<file path="src/rtl/stream_fifo_sync.sv">
// stream_fifo_sync
// Single-clock FIFO with valid/ready handshakes on both sides. It buffers
// stream beats between interface components and provides occupancy count,
// almost-full/almost-empty flags, a synchronous flush and an optional
// registered read stage.
//
// Ports:
//   clk          - clock; all state changes on the rising edge
//   rst_n        - asynchronous active-low reset
//   flush        - synchronous clear of all contents
//   s_valid      - write-side beat valid
//   s_ready      - write-side ready (not full, not flushing, out of reset)
//   s_data       - write data
//   m_valid      - read-side beat valid
//   m_ready      - read-side consumer ready
//   m_data       - read data
//   count        - words held, 0..DEPTH+OUTREG
//   almost_full  - count >= AF_THRESH
//   almost_empty - count <= AE_THRESH
module stream_fifo_sync #(
  parameter int DATASIZE  = 8,
  parameter int ADDRSIZE  = 4,
  parameter int OUTREG    = 0,
  parameter int AF_THRESH = (1 << ADDRSIZE) - 1,
  parameter int AE_THRESH = 1
) (
  input  logic                clk,
  input  logic                rst_n,
  input  logic                flush,
  input  logic                s_valid,
  output logic                s_ready,
  input  logic [DATASIZE-1:0] s_data,
  output logic                m_valid,
  input  logic                m_ready,
  output logic [DATASIZE-1:0] m_data,
  output logic [ADDRSIZE:0]   count,
  output logic                almost_full,
  output logic                almost_empty
);

  localparam int DEPTH = 1 << ADDRSIZE;
  localparam logic [ADDRSIZE:0] LP_ONE = {{ADDRSIZE{1'b0}}, 1'b1};
  localparam logic [31:0] LP_AF = AF_THRESH;
  localparam logic [31:0] LP_AE = AE_THRESH;

  logic [DATASIZE-1:0] r_mem [DEPTH];
  logic [ADDRSIZE:0]   r_wptr;
  logic [ADDRSIZE:0]   r_rptr;
  logic [ADDRSIZE:0]   r_count;
  logic                r_rdy_en;

  logic w_mem_empty;
  logic w_mem_full;
  logic w_push;
  logic w_pop;
  logic w_rd;

  // Pointers carry one extra wrap bit so full and empty are distinguishable.
  assign w_mem_empty = (r_wptr == r_rptr);
  assign w_mem_full  = (r_wptr[ADDRSIZE-1:0] == r_rptr[ADDRSIZE-1:0]) &&
                       (r_wptr[ADDRSIZE] != r_rptr[ADDRSIZE]);

  // r_rdy_en holds s_ready low during reset and until the first edge after
  // release. Readiness depends only on registered state, so a pop never frees
  // a slot for a push in the same cycle.
  assign s_ready = r_rdy_en && !w_mem_full && !flush;
  assign w_push  = s_valid && s_ready;
  assign w_pop   = m_valid && m_ready;

  generate
    if (OUTREG == 0) begin : g_comb_out
      assign m_valid = !w_mem_empty && !flush;
      assign m_data  = r_mem[r_rptr[ADDRSIZE-1:0]];
      assign w_rd    = w_pop;
    end else begin : g_reg_out
      logic [DATASIZE-1:0] r_dreg;
      logic                r_dvalid;

      // Refill the output register whenever it is empty or being drained.
      assign w_rd    = !w_mem_empty && (!r_dvalid || w_pop);
      assign m_valid = r_dvalid && !flush;
      assign m_data  = r_dreg;

      always_ff @(posedge clk or negedge rst_n) begin
        if (!rst_n) begin
          r_dvalid <= 1'b0;
        end else if (flush) begin
          r_dvalid <= 1'b0;
        end else if (w_rd) begin
          r_dvalid <= 1'b1;
        end else if (w_pop) begin
          r_dvalid <= 1'b0;
        end
      end

      always_ff @(posedge clk) begin
        if (w_rd && !flush) begin
          r_dreg <= r_mem[r_rptr[ADDRSIZE-1:0]];
        end
      end
    end
  endgenerate

  always_ff @(posedge clk) begin
    if (w_push) begin
      r_mem[r_wptr[ADDRSIZE-1:0]] <= s_data;
    end
  end

  always_ff @(posedge clk or negedge rst_n) begin
    if (!rst_n) begin
      r_wptr   <= '0;
      r_rptr   <= '0;
      r_count  <= '0;
      r_rdy_en <= 1'b0;
    end else begin
      r_rdy_en <= 1'b1;
      if (flush) begin
        r_wptr  <= '0;
        r_rptr  <= '0;
        r_count <= '0;
      end else begin
        if (w_push) begin
          r_wptr <= r_wptr + LP_ONE;
        end
        if (w_rd) begin
          r_rptr <= r_rptr + LP_ONE;
        end
        // A move from memory into the output register does not change count;
        // only beats entering or leaving the FIFO do.
        case ({w_push, w_pop})
          2'b10:   r_count <= r_count + LP_ONE;
          2'b01:   r_count <= r_count - LP_ONE;
          default: r_count <= r_count;
        endcase
      end
    end
  end

  assign count        = r_count;
  assign almost_full  = (32'(r_count) >= LP_AF);
  assign almost_empty = (32'(r_count) <= LP_AE);

endmodule
</file>
<file path="config.mk">
export PLATFORM = sky130hd
export DESIGN_NAME = stream_fifo_sync
export DESIGN_NICKNAME = d
export VERILOG_FILES = /design/src/rtl/stream_fifo_sync.sv
export SDC_FILE = /design/constraint.sdc
export NUM_CORES = 1
export LEC_CHECK = 0
export BUFFER_PORTS_ARGS = -buffer_cell sky130_fd_sc_hd__buf_4
export CELL_PAD_IN_SITES_DETAIL_PLACEMENT = 0
export CELL_PAD_IN_SITES_GLOBAL_PLACEMENT = 1
export CORE_MARGIN = 8
export CORE_UTILIZATION = 40
export DETAILED_ROUTE_END_ITERATION = 6
export MAX_ROUTING_LAYER = met4
export PLACE_DENSITY_LB_ADDON = 0.05
export SLEW_MARGIN = 30
export SYNTH_ARGS = -nofsm -noshare
export SYNTH_HDL_FRONTEND = slang
export SYNTH_SLANG_ARGS = --single-unit
</file>
<file path="constraint.sdc">
create_clock -name clk -period 4.85 [get_ports clk]
set_clock_uncertainty 0.1 [all_clocks]
set_input_delay 0.485 -clock clk [delete_from_list [all_inputs] [get_ports clk]]
set_output_delay 0.485 -clock clk [all_outputs]
set_load 0.05 [all_outputs]
</file>
==> metrics.yaml, run 1 <==
status: "finished clean"
fp.dieH_um: 140.9
drt_wl_total_mm: 14.08
clock_sinks: 144
finalWeightedCongestion: 0.7567
setup_tns_ns: 0
dp_hpwl_mm: 9.260
nets: 442
dp_slack_ns: 1.770
mostFrequentLayoutCell: "edfxtp_1"
setup_ws_ns: 1.451
cap_violations: 0
antenna-diode-count: 0
ys_types: 54
vias_per_cell: 5.449
grt_usage_pct: 15.58
synth_warnings: 0
slowest_delay_ns: 0.72
clk_pin_slew_ns: 0.06
holdWs_ns: 0.2767
antenna_found_initial: 0
area_growth_pct: 15.89
rows: 45
postLayoutCoreUtil_pct: 47.43
cts_buffer_depth: 2
postCtsSetupBuffers: 0
grt_pass1_wl_mm: 21.96
grt_pass1_vias: 3622
worstMarginPinSlew_ns: 0.9021
worst_setup_path_end_kind: "primary output"
cp_data_required_time_ns: 4.26
root_buffer: "clkbuf_16"
rsz0062_at_grt: "false"
die_area_sq_um: 19870
synthFlopType: "edfxtp_1"
ant_nets: 0
setup_viol: 0
drt-pass1-iter-count: 6
critPathKind: "reg -> out"
crit_family: "buffers and inverters"
finalPower_mw: 3.212
crit_path_frequent_cell: "buf_4"
filler_cell_count: 1329
cp_slowest_cell: "buf_4"
drive_above_1_share_pct: 22.63
report.final.slew_viol_count: 0
post-route-period-util_pct: 70.09
grt_max_degree: 52
ioPinCount: 30
syn_area_per_cell_sq_um: 16.09
core_area_sq_um: 15260
path_buf_inv: 2
leakage_nw: 2.479
ys_ff_latch: 144
clock.fmax_ghz: 0.2942
ir_drop_v: 0.0002447
async_flop_share_pct: 11.11
vias: 3509
crit_fanout: 51
period_minus_slack_ns: 3.399
synthesis.instances: 388
cts_tree: "done"
cts_buffers: 17
insertion_delay_ns: 0.42
final_cell_mix: "edfxtp_1, buf_4, mux2i_1"
crit_arrival_ns: 2.81
wire_per_inst_um: 21.86
port_buffers: 29
power_density_nw_per_um2: 443.8
hold_viol: 0
synth.net_count: 410
syn_area_sq_um: 6245
start_util_pct: 40.93
drt_iter0_drc: 244
slew_headroom_pct: 39.86
dieWidth_um: 140.9
startpoint_type: "flip-flop"
hp-class: "in -> reg"
htreeDepth: 4
cts_resized: 0
drcViolationCount: 0
synth_edf_count: 128
path_cells: "buf_4, mux4_2, a22oi_1, nand2_1, buf_4"
overflow: 0
synth-seq-area-share_pct: 67.96
## routing by layer
| metal | part of all wire, % | track usage (%) | up-vias |
|---|---|---|---|
| li1 | - | - | 1603 |
| met4 | 1.5 | 5.486 | 0 |
| met3 | 5.0 | 3.883 | 12 |
| met5 | 0 | - | - |
| met2 | 45 | 22.01 | 86 |
| met1 | 48 | 21.44 | 1808 |
## worst paths after layout
| path | start | to | slack (ns) | cells after the start |
|---|---|---|---|---|
| worst max-delay path | r_rptr[0]$_DFFE_PN0P_ | m_data[2] | 1.45 | 5 |
| worst min-delay path | s_data[2] | r_mem[9][2]$_DFFE_PP_ | 0.28 | 1 |
| worst max register to register | r_rptr[3]$_DFFE_PN0P_ | r_mem[15][0]$_DFFE_PP_ | 1.73 | 4 |
| worst min register to register | r_wptr[4]$_DFFE_PN0P_ | r_wptr[4]$_DFFE_PN0P_ | 0.50 | 1 |
| max in group asynchronous | rst_n | r_rptr[0]$_DFFE_PN0P_ | 4.07 | 2 |
| min in group asynchronous | rst_n | count[4]$_DFFE_PN0P_ | 0.36 | 2 |
## Yosys cell counts, types with 4 or more instances
master | number | area (sq um)
a211oi_1 | 5 | 37.54
a21oi_1 | 10 | 50.05
a221oi_1 | 9 | 78.83
a22oi_1 | 8 | 60.06
and3_1 | 17 | 106.4
buf_2 | 7 | 35.03
clkbuf_1 | 9 | 33.78
dfrtp_1 | 16 | 400.4
edfxtp_1 | 128 | 3844
ha_1 | 9 | 112.6
inv_1 | 7 | 26.28
mux2_2 | 8 | 90.09
mux2i_1 | 27 | 270.3
mux4_2 | 16 | 360.4
nand2_1 | 15 | 56.30
nand2b_1 | 5 | 31.28
nand3b_1 | 4 | 30.03
nor2_1 | 12 | 45.04
nor2b_1 | 5 | 31.28
nor3_1 | 4 | 20.02
o21ai_0 | 17 | 85.08
## where the power goes
group	internal (mW)	total (mW)	switching (mW)	leakage, nW
Combinational	0.196	0.531	0.335	0.830
Sequential	1.37	1.40	0.0339	1.37
Clock	0.726	1.28	0.552	0.282
Total	2.29	3.21	0.921	2.48
## cells by family (layout without fill, tap and decap cells)
logic type                 after synthesis  count (layout)  synth area share, %
AOI/OAI and AO/OA                       69              69                7.634
xor gates and xnor gates                10              10                2.064
adders and majority gates               10              10                1.964
buffers and inverters                   28              73                2.124
DFF                                    144             144                67.96
muxes                                   51              51                11.54
other                                    1               1              0.06005
and+or+nand+nor                         75              75                6.652
## sequential cells by signal, summed over array words and instances (netlist names)
name,cells
r_mem,128
count,5
r_rptr,5
r_wptr,5
r_rdy_en,1
## layout make-up
class | count | area, sq um | share of cell area, %
sequential | 144 | 4245 | 58.66
multi-input combinational | 216 | 1871 | 25.85
clock buffer | 18 | 429.2 | 5.930
tap | 211 | 264.0 | 3.648
timing repair buffer | 34 | 257.7 | 3.562
clock inverter | 14 | 143.9 | 1.988
inverter | 7 | 26.28 | 0.3631
## metrics by stage
stage | instances | area (sq um)
after global placement | 611 | 6651
after global routing | 644 | 7237
final | 644 | 7237
after floorplan | 388 | 6245
after CTS | 644 | 7237
after detailed placement | 611 | 6654
## timing repair
item,in CTS,in global routing
hold endpoints to repair,16,0
hold buffers,1,0
setup endpoints to repair,0,0
No activity file was read; power rests on OpenSTA's default activity.
==> inputs of run 2 (changes only) <==
==> constraint.sdc (replaced) <==
create_clock -name clk -period 3.5 [get_ports clk]
set_clock_uncertainty 0.1 [all_clocks]
set_input_delay 0.35 -clock clk [delete_from_list [all_inputs] [get_ports clk]]
set_output_delay 0.35 -clock clk [all_outputs]
set_load 0.05 [all_outputs]
==> run 2 against run 1 <==
Compared with the run above: clock-buffer cell count stayed put; first-iteration DRC count grew 11%; non-clock buffer count increased by 3; combinational power up 43%; flip-flop and latch count is the same; design area up 0.22%; clock power increased by 33%; critical path type unchanged.
==> metrics.yaml, run 2 (synthesis results as in run 1) <==
hp-class: "in -> reg"
largest_reg_flops: 128  # unchanged
slew_headroom_pct: 45.96  # +6.1 points
layoutNonFillerInstCount: 644  # unchanged
setup_tns_ns: 0  # unchanged
cts_buffers: 17  # unchanged
leakage_nw: 2.479  # about the same
highest_layer: "met4"
drt_iter0_drc: 272  # +11%
critPathKind: "reg -> out"
crit_fanout: 34  # -33%
area_growth_pct: 16.15
vias: 3485  # -0.68%
drcViolationCount: 0  # unchanged
dp_cells: 613  # +0.33%
fp.dieH_um: 140.9  # unchanged
worstMarginPinSlew_ns: 0.8106  # -0.09153 ns
final_cell_mix: "edfxtp_1, buf_4, mux2i_1"
mostFrequentLayoutCell: "edfxtp_1"
core_area_sq_um: 15260  # unchanged
grt_max_degree: 52  # unchanged
period_minus_slack_ns: 3.076
die_area_sq_um: 19870  # unchanged
path_cells: "buf_4, buf_16, mux4_2, a22oi_1, nand2_1, buf_4"
dieWidth_um: 140.9  # unchanged
wire_per_inst_um: 23.02  # +5.3%
dp_hpwl_mm: 9.639  # +4.1%
grt_usage_pct: 16.15  # +0.56 points
grt_pass1_wl_mm: 22.72  # +3.5%
insertion_delay_ns: 0.41  # about the same
met1_length_mm: 7.127  # +5.2%
reg2reg_slack_ns: 0.69  # -1.04 ns
ir_drop_v: 0.0003272  # +34%
worst_setup_path_end_kind: "primary output"
port_buffers: 29  # unchanged
cts_buffer_depth: 2  # unchanged
overflow: 0  # unchanged
clock_sinks: 144  # unchanged
hold_viol: 0  # unchanged
cts_tree: "done"
status: "finished clean"
start_util_pct: 40.93  # unchanged
rows: 45  # unchanged
startpoint_type: "flip-flop"
crit_family: "buffers and inverters"
cp_data_required_time_ns: 3.05  # -1.21 ns
dp_slack_ns: 0.6603  # -1.109 ns
crit_path_frequent_cell: "buf_4"
clk_pin_slew_ns: 0.06  # about the same
min_path_cells: 2  # +1
report.final.slew_viol_count: 0  # unchanged
antenna-diode-count: 0  # unchanged
finalWeightedCongestion: 0.7637  # +0.93%
hp-start: "flush"
r2r-end: "r_mem[6][5]$_DFFE_PP_"
clock.fmax_ghz: 0.3251
setup_viol: 0  # unchanged
worst_r2r_startpoint: "r_wptr[2]$_DFFE_PN0P_"
met3_wirelength_um: 722  # +2.0%
holdWs_ns: 0.1683  # -0.1084 ns
antenna_found_initial: 0  # unchanged
grt_pass1_vias: 3580  # -1.2%
htreeDepth: 4  # unchanged
crit_arrival_ns: 2.63  # -0.18 ns
drt-pass1-iter-count: 4  # -2
rsz0062_at_grt: "false"
worst-r2r-cell-count: 4  # unchanged
finalPower_mw: 4.399  # +37%
wl_met2_mm: 6.856  # +7.3%
drive_above_1_share_pct: 22.17  # -0.46 points
ioPinCount: 30  # unchanged
slowest_delay_ns: 0.61  # -0.11 ns
cap_violations: 0  # unchanged
nets: 445  # +0.68%
drt_wl_total_mm: 14.82  # +5.3%
vias_per_cell: 5.411  # -0.68%
root_buffer: "clkbuf_16"
setup_ws_ns: 0.4243  # -1.026 ns
ant_nets: 0  # unchanged
post-route-period-util_pct: 87.88
cp_slowest_cell: "mux4_2"
path_buf_inv: 3  # +1
whs_endpoint: "count[0]$_DFFE_PN0P_"
power_density_nw_per_um2: 606.4  # +37%
## run 2: changes by cell type in the layout (fill, tap and decap cells not counted), sizes merged
| cell | previous run | this run |
|---|---|---|
| buf | 33 | 36 |
| bufinv | 1 | 2 |
| clkinv | 1 | 5 |
| clkinvlp | 1 | 3 |
| inv | 18 | 8 |
## run 2: worst max path at each step
stage	end	startpoint	slack, ns	cells after the start
2_1_floorplan	s_ready	r_rptr[0]$_DFFE_PN0P_	0.94	5
3_3_place_gp	m_data[3]	r_rptr[0]$_DFFE_PN0P_	0.69	7
3_5_place_dp	r_mem[6][6]$_DFFE_PP_	r_wptr[2]$_DFFE_PN0P_	0.66	4
4_1_cts	m_data[3]	r_rptr[0]$_DFFE_PN0P_	0.21	7
5_1_grt	m_data[1]	r_rptr[0]$_DFFE_PN0P_	0.27	6
6_report	m_data[1]	r_rptr[0]$_DFFE_PN0P_	0.42	6
## run 2: stage by stage
step / util, % / instance area (sq um)
final: 47.54 / 7253
after global placement: 43.69 / 6666
after global routing: 47.54 / 7253
after CTS: 47.36 / 7226
after detailed placement: 43.71 / 6669
after floorplan: - / 6245
## run 2: area by class of cell
class	count	area (sq um)
Sequential cell	144	4245
Fill cell	1336	8005
Clock buffer	18	429.2
Tap cell	211	264.0
Clock inverter	11	117.6
Inverter	7	26.28
Timing Repair Buffer	37	300.3
Multi-Input combinational cell	216	1871
## run 2: timing repair
item                      in CTS  in global routing
hold buffers                   1                  0
buffers inserted               0                  0
hold endpoints to repair      16                  0
resized for setup              0                  0
## run 2: power by group
group	leakage [nW]	switching, mW	internal, mW
clock	0.259	0.669	1.03
combinational	0.852	0.475	0.283
sequential	1.37	0.0437	1.90
## run 2: metal layers
layer	vias to the layer above	GRT usage (%)
li1	1606	-
met1	1780	22.10
met2	91	23.39
met3	8	3.646
met4	0	5.317
met5	-	-
==> inputs of run 3 (changes only) <==
--- a/config.mk
+++ b/config.mk
@@ -13,6 +13,8 @@
 export DETAILED_ROUTE_END_ITERATION = 6
 export MAX_ROUTING_LAYER = met4
 export PLACE_DENSITY_LB_ADDON = 0.05
+export RECOVER_POWER = 25
+export SKIP_CTS_REPAIR_TIMING = 1
 export SLEW_MARGIN = 30
 export SYNTH_ARGS = -nofsm -noshare
 export SYNTH_HDL_FRONTEND = slang
==> run 3 against run 2 <==
Compared with the run above: combinational power is 0.5% lower; register-to-register slack hardly changed; critical endpoint unchanged; worst hold slack worse by 0.0035 ns; critical path depth stayed put; first-iteration DRC count is 18% higher; routed wire length is 0.40% higher; critical path type unchanged; largest cell class unchanged; via count hardly changed; core utilization is 0.17 points lower.
==> metrics.yaml, run 3 (synthesis results as in run 1) <==
postLayoutCoreUtil_pct: 47.36  # -0.17 points
worst-r2r-cell-count: 4  # unchanged
vias: 3484  # -0.029%
report.final.slew_viol_count: 0  # unchanged
hold_viol: 0  # unchanged
worst_setup_path_end_kind: "primary output"
rsz0062_at_grt: "false"
post-route-period-util_pct: 87.45  # -0.43 points
start_util_pct: 40.93  # unchanged
leakage_nw: 2.453  # -1.0%
dp_hpwl_mm: 9.639  # unchanged
core_area_sq_um: 15260  # unchanged
final_cell_mix: "edfxtp_1, buf_4, mux2i_1"
holdWs_ns: 0.1648  # -0.003487 ns
nets: 445  # unchanged
port_buffers: 29  # unchanged
crit_path_frequent_cell: "buf_4"
cts_tree: "done"
ioPinCount: 30  # unchanged
slew_headroom_pct: 40.60  # -5.4 points
insertion_delay_ns: 0.41  # about the same
power_density_nw_per_um2: 608.2  # +0.29%
critPathKind: "reg -> out"
root_buffer: "clkbuf_16"
largest_reg_flops: 128  # unchanged
ir_drop_v: 0.0003295  # +0.71%
finish.instance_area_sq_um: 7227  # -0.36%
drt-pass1-iter-count: 5  # +1
drt_wl_total_mm: 14.88  # +0.40%
grt_usage_pct: 16.15  # unchanged
drive_above_1_share_pct: 20.55  # -1.6 points
cp.depth: 6  # unchanged
wire_per_inst_um: 23.11  # +0.40%
finalWeightedCongestion: 0.7637  # unchanged
cts_buffers: 17  # unchanged
grt_pass1_wl_mm: 22.72  # unchanged
grt_pass1_vias: 3580  # unchanged
period_minus_slack_ns: 3.061  # -0.01511 ns
hp-class: "in -> reg"
drt_iter0_drc: 320  # +18%
min_path_cells: 2  # unchanged
crit_family: "buffers and inverters"
vias_per_cell: 5.410  # about the same
antenna_found_initial: 0  # unchanged
die_area_sq_um: 19870  # unchanged
status: "finished clean"
crit_arrival_ns: 2.61  # -0.02 ns
mostFrequentLayoutCell: "edfxtp_1"
fp.dieH_um: 140.9  # unchanged
rows: 45  # unchanged
path_buf_inv: 3  # unchanged
crit_fanout: 34  # unchanged
grt_max_degree: 52  # unchanged
drcViolationCount: 0  # unchanged
htreeDepth: 4  # unchanged
dieWidth_um: 140.9  # unchanged
startpoint_type: "flip-flop"
setup_tns_ns: 0  # unchanged
clock.fmax_ghz: 0.3267  # +0.49%
filler_cell_count: 1336  # unchanged
antenna-diode-count: 0  # unchanged
ant_nets: 0  # unchanged
clk_pin_slew_ns: 0.06  # about the same
dpl_cell_area_sq_um: 6669  # unchanged
worstMarginPinSlew_ns: 0.8909  # +0.08032 ns
setup_viol: 0  # unchanged
cap_violations: 0  # unchanged
area_growth_pct: 15.73
cp_slowest_cell: "mux4_2"
overflow: 0  # unchanged
finalPower_mw: 4.395  # about the same
slowest_delay_ns: 0.60  # about the same
cp_data_required_time_ns: 3.05  # about the same
cts_buffer_depth: 2  # unchanged
path_cells: "buf_4, buf_16, mux4_2, a22oi_1, nand2_1, buf_4"
clock_sinks: 144  # unchanged
## run 3: cell types whose count changed in the layout (fill, tap and decap cells not counted), sizes merged
| cell | previous run | this run |
|---|---|---|
| clkbuf | 18 | 25 |
| buf | 36 | 29 |
## run 3: report_power, final
| group | total, mW | switching, mW | leakage, nW | internal, mW |
|---|---|---|---|---|
| registers | 1.94 | 0.0438 | 1.37 | 1.90 |
| clock network | 1.70 | 0.669 | 0.259 | 1.03 |
| logic | 0.753 | 0.474 | 0.827 | 0.279 |
## run 3: path summary, 6_finish.rpt
kind | from | slack (ns) | end
max | r_rptr[0]$_DFFE_PN0P_ | 0.44 | m_data[1]
min | flush | 0.16 | count[0]$_DFFE_PN0P_
max reg2reg | r_wptr[2]$_DFFE_PN0P_ | 0.69 | r_mem[6][5]$_DFFE_PP_
min reg2reg | r_wptr[4]$_DFFE_PN0P_ | 0.48 | r_wptr[4]$_DFFE_PN0P_
max in group asynchronous | rst_n | 2.84 | r_rptr[0]$_DFFE_PN0P_
min in group asynchronous | rst_n | 0.24 | count[2]$_DFFE_PN0P_
## run 3: layout make-up
type,instances,area [sq um],area share [%]
clock buffers,18,429.2,5.938
clock inverters,11,117.6,1.627
inverters,7,26.28,0.3636
multi-input cells,216,1871,25.88
flip-flops and latches,144,4245,58.74
well taps,211,264.0,3.653
repair buffers,37,274.0,3.792
## run 3: per-layer routing
| metal | GRT usage [%] | vias to the layer above | part of all wire (%) |
|---|---|---|---|
| li1 | - | 1606 | - |
| met1 | 22.10 | 1780 | 48 |
| met2 | 23.39 | 87 | 46 |
| met3 | 3.646 | 11 | 4.6 |
| met4 | 5.317 | 0 | 0.91 |
| met5 | - | - | 0 |
## run 3: through the flow
step	cells	setup slack, ns
6_report	644	0.4394
5_1_grt	644	0.2687
4_1_cts	642	0.2093
3_5_place_dp	613	0.6603
3_3_place_gp	613	0.6894
2_1_floorplan	388	0.9400
